File: src/rtl/wb_stage_hs_if.sv
// Handshake bundle for wb_stage_hs: retiring-instruction request, per-source
// memory responses and the registered register-file write port.
interface wb_stage_hs_if #(
  parameter int XLEN  = 32,
  parameter int PC_W  = 14,
  parameter int NSRC  = 3,
  parameter int SRC_W = 2
);
  // valid/ready: a request transfers on a rising edge where req_valid and
  // req_ready are both high; the upstream stage holds its fields stable until then.
  logic                 req_valid;
  logic                 req_ready;
  logic [XLEN-1:0]      req_alu;
  logic [PC_W-1:0]      req_pc;
  logic [4:0]           req_rd;
  logic [1:0]           req_wb_sel;
  logic [2:0]           req_load_type;
  logic [SRC_W-1:0]     req_src_sel;
  logic [XLEN-1:0]      req_csr;
  logic [NSRC-1:0]      mem_rsp_valid;
  logic [NSRC*XLEN-1:0] mem_rsp_data;
  logic                 rf_we;
  logic [4:0]           rf_waddr;
  logic [XLEN-1:0]      rf_wdata;
  logic                 busy;

  modport master (
    output req_valid, req_alu, req_pc, req_rd, req_wb_sel, req_load_type,
           req_src_sel, req_csr, mem_rsp_valid, mem_rsp_data,
    input  req_ready, rf_we, rf_waddr, rf_wdata, busy
  );

  modport slave (
    input  req_valid, req_alu, req_pc, req_rd, req_wb_sel, req_load_type,
           req_src_sel, req_csr, mem_rsp_valid, mem_rsp_data,
    output req_ready, rf_we, rf_waddr, rf_wdata, busy
  );
endinterface

File: src/rtl/wb_stage_hs.sv
// Writeback stage: one instruction at a time, loads wait for a selected memory
// source. Optional misaligned-load trap enabled by macro WB_MISALIGN_TRAP_EN.
module wb_stage_hs #(
  parameter int XLEN  = 32,
  parameter int PC_W  = 14,
  parameter int NSRC  = 3,
  parameter int SRC_W = 2
) (
  input  logic            clk,
  input  logic            rst_n,
  wb_stage_hs_if.slave    bus,
  output logic            dbg_wait_o
`ifdef WB_MISALIGN_TRAP_EN
  ,
  output logic            misalign_trap,
  output logic [XLEN-1:0] misalign_addr
`endif
);
  localparam int OFFW = $clog2(XLEN / 8);
  localparam int NPAD = 1 << SRC_W;
  localparam logic [1:0] WB_CSR = 2'd0, WB_PC4 = 2'd1, WB_MEM = 2'd2;

  typedef enum logic {S_IDLE, S_WAIT} state_t;
  state_t state_q, state_d;

  logic [4:0]       rd_q;
  logic [XLEN-1:0]  alu_q;
  logic [2:0]       lt_q;
  logic [SRC_W-1:0] src_q;
  logic             we_q, we_d;
  logic [4:0]       waddr_q, waddr_d;
  logic [XLEN-1:0]  wdata_q, wdata_d;
  logic             ready, accept, rsp_hit, sgn, misaligned;
  logic [NPAD-1:0]  rsp_valid_pad;
  logic [XLEN-1:0]  rsp_data, shifted, load_val, result;
  logic [1:0]       size;
  logic [OFFW-1:0]  off, off_eff;
  logic [PC_W-1:0]  pc4;
`ifdef WB_MISALIGN_TRAP_EN
  logic             trap_q, trap_d;
  logic [XLEN-1:0]  maddr_q, maddr_d;
  assign misalign_trap = trap_q;
  assign misalign_addr = maddr_q;
`endif

  assign ready         = (state_q == S_IDLE);
  assign accept        = bus.req_valid && ready;
  assign bus.req_ready = ready;
  assign bus.busy      = (state_q == S_WAIT);
  assign dbg_wait_o    = (state_q == S_WAIT);
  assign bus.rf_we     = we_q;
  assign bus.rf_waddr  = waddr_q;
  assign bus.rf_wdata  = wdata_q;

  // Out-of-range source selects land on padding bits that are always zero.
  assign rsp_valid_pad = NPAD'(bus.mem_rsp_valid);
  assign rsp_hit       = rsp_valid_pad[src_q];
  assign pc4           = bus.req_pc + PC_W'(4);

  always_comb begin
    rsp_data = '0;
    for (int i = 0; i < NSRC; i++) begin
      if (src_q == SRC_W'(i)) rsp_data = bus.mem_rsp_data[i*XLEN +: XLEN];
    end
  end

  always_comb begin
    result = bus.req_alu;
    case (bus.req_wb_sel)
      WB_CSR:  result = bus.req_csr;
      WB_PC4:  result = XLEN'(pc4);
      default: result = bus.req_alu;
    endcase
  end

  // Load alignment: on a 32-bit datapath doubleword encodings collapse to a word.
  always_comb begin
    size = lt_q[1:0];
    if (XLEN == 32 && size == 2'd3) size = 2'd2;
    sgn = !lt_q[2];
    off = alu_q[OFFW-1:0];
    case (size)
      2'd0:    off_eff = off;
      2'd1:    off_eff = off & ~OFFW'(1);
      2'd2:    off_eff = off & ~OFFW'(3);
      default: off_eff = '0;
    endcase
    misaligned = (size == 2'd1 && off[0]) || (size == 2'd2 && off[1:0] != 2'b00);
    shifted    = rsp_data >> {off_eff, 3'b000};
    load_val   = rsp_data;
    case (size)
      2'd0: begin
        if (sgn) load_val = XLEN'($signed(shifted[7:0]));
        else     load_val = XLEN'(shifted[7:0]);
      end
      2'd1: begin
        if (sgn) load_val = XLEN'($signed(shifted[15:0]));
        else     load_val = XLEN'(shifted[15:0]);
      end
      2'd2: begin
        if (sgn) load_val = XLEN'($signed(shifted[31:0]));
        else     load_val = XLEN'(shifted[31:0]);
      end
      default: load_val = rsp_data;
    endcase
  end

  always_comb begin
    state_d = state_q;
    we_d    = 1'b0;
    waddr_d = waddr_q;
    wdata_d = wdata_q;
`ifdef WB_MISALIGN_TRAP_EN
    trap_d  = 1'b0;
    maddr_d = maddr_q;
`endif
    case (state_q)
      S_IDLE: begin
        if (accept) begin
          if (bus.req_wb_sel == WB_MEM) begin
            state_d = S_WAIT;
          end else if (bus.req_rd != 5'd0) begin
            we_d    = 1'b1;
            waddr_d = bus.req_rd;
            wdata_d = result;
          end
        end
      end
      S_WAIT: begin
        if (rsp_hit) begin
          state_d = S_IDLE;
`ifdef WB_MISALIGN_TRAP_EN
          if (misaligned) begin
            trap_d  = 1'b1;
            maddr_d = alu_q;
          end else
`endif
          if (rd_q != 5'd0) begin
            we_d    = 1'b1;
            waddr_d = rd_q;
            wdata_d = load_val;
          end
        end
      end
      default: state_d = S_IDLE;
    endcase
  end

  always_ff @(posedge clk or negedge rst_n) begin
    if (!rst_n) begin
      state_q <= S_IDLE;
      we_q    <= 1'b0;
      waddr_q <= '0;
      wdata_q <= '0;
      rd_q    <= '0;
      alu_q   <= '0;
      lt_q    <= '0;
      src_q   <= '0;
`ifdef WB_MISALIGN_TRAP_EN
      trap_q  <= 1'b0;
      maddr_q <= '0;
`endif
    end else begin
      state_q <= state_d;
      we_q    <= we_d;
      waddr_q <= waddr_d;
      wdata_q <= wdata_d;
`ifdef WB_MISALIGN_TRAP_EN
      trap_q  <= trap_d;
      maddr_q <= maddr_d;
`endif
      if (accept) begin
        rd_q  <= bus.req_rd;
        alu_q <= bus.req_alu;
        lt_q  <= bus.req_load_type;
        src_q <= bus.req_src_sel;
      end
    end
  end
endmodule

File: src/flat_wrapper.sv
// flat-port wrapper written by rule: the top's interface ports become plain ports
module wb_stage_hs_flat 
#(
  parameter int XLEN  = 32,
  parameter int PC_W  = 14,
  parameter int NSRC  = 3,
  parameter int SRC_W = 2
)
  (clk, rst_n, dbg_wait_o, bus_req_valid, bus_req_alu, bus_req_pc, bus_req_rd, bus_req_wb_sel, bus_req_load_type, bus_req_src_sel, bus_req_csr, bus_mem_rsp_valid, bus_mem_rsp_data, bus_req_ready, bus_rf_we, bus_rf_waddr, bus_rf_wdata, bus_busy);
  wb_stage_hs_if #(.XLEN(XLEN), .PC_W(PC_W), .NSRC(NSRC), .SRC_W(SRC_W)) bus_i ();
  input  logic clk;
  input  logic rst_n;
  output logic dbg_wait_o;
  input wire logic [$bits(bus_i.req_valid)-1:0] bus_req_valid;
  input wire logic [$bits(bus_i.req_alu)-1:0] bus_req_alu;
  input wire logic [$bits(bus_i.req_pc)-1:0] bus_req_pc;
  input wire logic [$bits(bus_i.req_rd)-1:0] bus_req_rd;
  input wire logic [$bits(bus_i.req_wb_sel)-1:0] bus_req_wb_sel;
  input wire logic [$bits(bus_i.req_load_type)-1:0] bus_req_load_type;
  input wire logic [$bits(bus_i.req_src_sel)-1:0] bus_req_src_sel;
  input wire logic [$bits(bus_i.req_csr)-1:0] bus_req_csr;
  input wire logic [$bits(bus_i.mem_rsp_valid)-1:0] bus_mem_rsp_valid;
  input wire logic [$bits(bus_i.mem_rsp_data)-1:0] bus_mem_rsp_data;
  output wire logic [$bits(bus_i.req_ready)-1:0] bus_req_ready;
  output wire logic [$bits(bus_i.rf_we)-1:0] bus_rf_we;
  output wire logic [$bits(bus_i.rf_waddr)-1:0] bus_rf_waddr;
  output wire logic [$bits(bus_i.rf_wdata)-1:0] bus_rf_wdata;
  output wire logic [$bits(bus_i.busy)-1:0] bus_busy;
  assign bus_i.req_valid = bus_req_valid;
  assign bus_i.req_alu = bus_req_alu;
  assign bus_i.req_pc = bus_req_pc;
  assign bus_i.req_rd = bus_req_rd;
  assign bus_i.req_wb_sel = bus_req_wb_sel;
  assign bus_i.req_load_type = bus_req_load_type;
  assign bus_i.req_src_sel = bus_req_src_sel;
  assign bus_i.req_csr = bus_req_csr;
  assign bus_i.mem_rsp_valid = bus_mem_rsp_valid;
  assign bus_i.mem_rsp_data = bus_mem_rsp_data;
  assign bus_req_ready = bus_i.req_ready;
  assign bus_rf_we = bus_i.rf_we;
  assign bus_rf_waddr = bus_i.rf_waddr;
  assign bus_rf_wdata = bus_i.rf_wdata;
  assign bus_busy = bus_i.busy;
  wb_stage_hs #(.XLEN(XLEN), .PC_W(PC_W), .NSRC(NSRC), .SRC_W(SRC_W)) u_core (.clk(clk), .rst_n(rst_n), .bus(bus_i), .dbg_wait_o(dbg_wait_o));
endmodule
File: config.mk
export PLATFORM = sky130hd
export DESIGN_NAME = wb_stage_hs_flat
export DESIGN_NICKNAME = d
export VERILOG_FILES = /design/src/rtl/wb_stage_hs_if.sv /design/src/rtl/wb_stage_hs.sv /design/src/flat_wrapper.sv
export SDC_FILE = /design/constraint.sdc
export NUM_CORES = 1
export LEC_CHECK = 0
export CAP_MARGIN = 10
export CORE_AREA = 2 2 104 106
export DETAILED_ROUTE_END_ITERATION = 10
export DIE_AREA = 0 0 106 108
export GPL_TIMING_DRIVEN = 0
export PLACE_DENSITY = 0.88
export SLEW_MARGIN = 15
export SYNTH_ARGS = -nofsm -noshare
export SYNTH_HDL_FRONTEND = slang
export SYNTH_SLANG_ARGS = --single-unit
File: constraint.sdc
create_clock -name clk -period 2.8 [get_ports clk]
set_input_delay 0.56 -clock clk [delete_from_list [all_inputs] [get_ports clk]]
set_output_delay 0.56 -clock clk [all_outputs]
set_load 0.05 [all_outputs]
==> results.md <==
- Io pins: 233
- RSZ-0062 raised after global routing: false
- Initial DRC Count: 345
- Max Fanout on Critical Path: 10
- DRC viols: 0
- Flop pwr share: 0.230
- Critical path class: in2reg
- Hold WS: 0.224 ns
- Die height: 108 um
- Rows: 37
- Synthesized instance count: approximately 460
- Post-CTS sizing: 1
- Synth area leaders: dfrtp_1 33%, mux2i_1 11%, nor2_1 5.5%
- Syn-to-layout area delta: 66.0%
- Post-synth EDFFs: 0
- Status: completed
- Final ANT Viol Nets: 0
- Combinational share of power: 0.686
- CP arrival: ~2.8 ns
- Grt ovf: 0
- Drt pass-1 iters: 5
- Placed cell count: a little over 800
- Worst-Margin Slew: ~0.8 ns
- Min Tclk post-route: 2.65 ns
- Post-detail-place hpwl: ~14000 um
- Peak supply drop: 0.000379 V
- Count leader, synth: nor2_1
- Mapped Avg Cell Area: around 8.6 um2
- Total Power: about 5500 uW
- Final count of hold timing violations: 0
- Share of layout cells above drive strength 1: 0.0735
- Largest net degree at the start of global routing: 32
- H-tree Lvls: 2
- Setup-failing EPs final: 0
- Total GRT Usage: 0.290
- Non-Filler Instances: 830
- Max cap viols: 0
- Final Wtd Congestion: 0.898
- CTS clk-pin slew, worst paths: 0.10 ns
- Max-slew violations: 0
- YS warnings: 0
- CTS tree: done
- Vias in the first global route: 4958
- Core area: 10200 um2
- N_diodes: 0
- First-pass GRT wire length: 26200 um
- Register area share after synthesis: 0.325
- Fmax: 0.377 GHz
- WP data required: 2.97 ns
- Primary FF master, synth: dfrtp_1
- CP Launch Type: input port
- Pwr per Cell Area: 846 nW/um2
- Die area: 11400 um2
- P_int: 2640 uW
- Die W: 106 um
- Wire per inst: a little over 20 um
- Netlist cell types: 52
- Sw Ratio: 0.521
- Clock skew: just over 0.01 ns
- Worst skew pair latency: 0.31 ns
- Period Utilization, post-route: 0.948
- Leakage power total: between 0.002 and 0.003 uW
- Max Buffers Root-to-Sink: 2
- Setup TNS: 0 ns
- Number of port buffers: 230
- Final wirelength: 17100 um
- Root buf cell: clkbuf_8
- Post-CTS setup buffer count: 0
- Async SR Flop Fraction: 1.00
- Cell taking the most area after synthesis: dfrtp_1
- Final nets: between 800 and 900
- Initial Utilization: 0.384
- Power share of the clock group: 0.084
- Worst Setup End Kind: flop
- Synth top area share: 0.325
- Hold Buf Count CTS: 0
- Num Clock Sinks: 51
- Leading cell types by count after synthesis: 58 x nor2_1, 51 x dfrtp_1, 45 x mux2i_1
- Initial antenna violation count: 0
- Slew headroom: 0.456
- #FFs+latches synth: 51
- Vias after detailed routing: between 4000 and 5000
- Total CTS buffers: 5
- Post-Syn Area: 3930 um2
- Via density: slightly below 6
- Sw power: 2870 uW
- Worst Hold Class: in2async
- Synthesized net count: 648
[routing by layer]
metal / vias to the layer above / wire length (um) / GRT usage
met5: - / 0 / 0
met4: 0 / 588 / 0.102
met3: 50 / 1530 / 0.0639
met2: 278 / 8570 / 0.535
met1: 2276 / 6390 / 0.332
li1: 2185 / - / -
[power groups by stage]
stage          Combinational [uW]  Clock, uW  Sequential [uW]
2_1_floorplan                1380          0             2220
3_3_place_gp                 3650          0             1260
3_5_place_dp                 3730          0             1280
4_1_cts                      3750        466             1270
5_1_grt                      3950        501             1300
6_report                     3780        462             1270
[final timing paths]
| check | slack, ns | cells past startpoint | startpoint | endpoint |
|---|---|---|---|---|
| max | 0.15 | 9 | bus_req_rd[2] | u_core.bus.rf_wdata[24] |
| min | 0.22 | 1 | rst_n | u_core.bus.rf_wdata[31] |
| max reg2reg | 0.30 | 8 | u_core.src_q[0] | u_core.bus.rf_wdata[29] |
| min reg2reg | 0.50 | 2 | u_core.bus.rf_wdata[14] | u_core.bus.rf_wdata[14] |
| max in group asynchronous | 2.03 | 2 | rst_n | u_core.bus.rf_wdata[14] |
| min in group clk | 0.50 | 2 | u_core.bus.rf_wdata[14] | u_core.bus.rf_wdata[14] |
[area by class of cell]
class                   instances  area (um2)
well taps                     136         170
multi-input cells             347        2410
inverters                      16        60.1
clock buffers                   5        68.8
fillers                       859        3710
clock inverters                 3        28.8
plain buffers                  41         188
flip-flops and latches         51        1280
repair buffers                231        2320
[state kept, by name (all words and copies together) (netlist names)]
signal and cells:
u_core.alu_q 2, u_core.bus.busy 1, u_core.bus.rf_waddr 5, u_core.bus.rf_wdata 32, u_core.bus.rf_we 1, u_core.lt_q 3, u_core.rd_q 5, u_core.src_q 2
[kinds of logic after synthesis]
logic type | after synthesis | share of synthesized area
adders and majority gates | 1 | 0.00319
and+or+nand+nor | 131 | 0.151
DFF | 51 | 0.325
muxes | 55 | 0.143
buffers and inverters | 57 | 0.0628
xor gates and xnor gates | 9 | 0.0201
AOI/OAI and AO/OA | 151 | 0.294
[per-stage QoR]
step	cell area [um2]	utilization	setup slack, ns
2_1_floorplan	3930	-	0.433
3_3_place_gp	6400	0.625	-0.336
3_5_place_dp	6410	0.627	-0.340
4_1_cts	6510	0.637	0.0599
5_1_grt	6520	0.637	0.0390
6_report	6520	0.637	0.145
[cell usage in the layout, fill, tap and decap left out, types with 7 or more instances in the layout]
master	netlist	routed
o2bb2ai_1	14	14
dfrtp_1	51	51
xor2_1	7	7
mux2i_1	45	45
a22oi_1	16	16
nand3_1	8	8
inv_1	15	15
clkbuf_1	27	26
a21oi_1	26	26
mux2_2	10	10
o211ai_1	9	9
a221oi_1	9	9
o21ai_0	21	21
nand2_1	34	34
buf_2	8	9
clkdlybuf4s50_1	0	229
o221ai_1	11	11
nor2_1	58	57
a221oi_2	10	10
[critical path: stages]
cell             delay, ns
clkdlybuf4s50_1       0.43
or4_1                 0.54
o21ai_2               0.26
nor2_2                0.16
nor2_2                0.27
inv_2                 0.13
buf_2                 0.21
nor2_1                0.21
a221oi_2              0.05
Power figures use the tool's default switching activity.
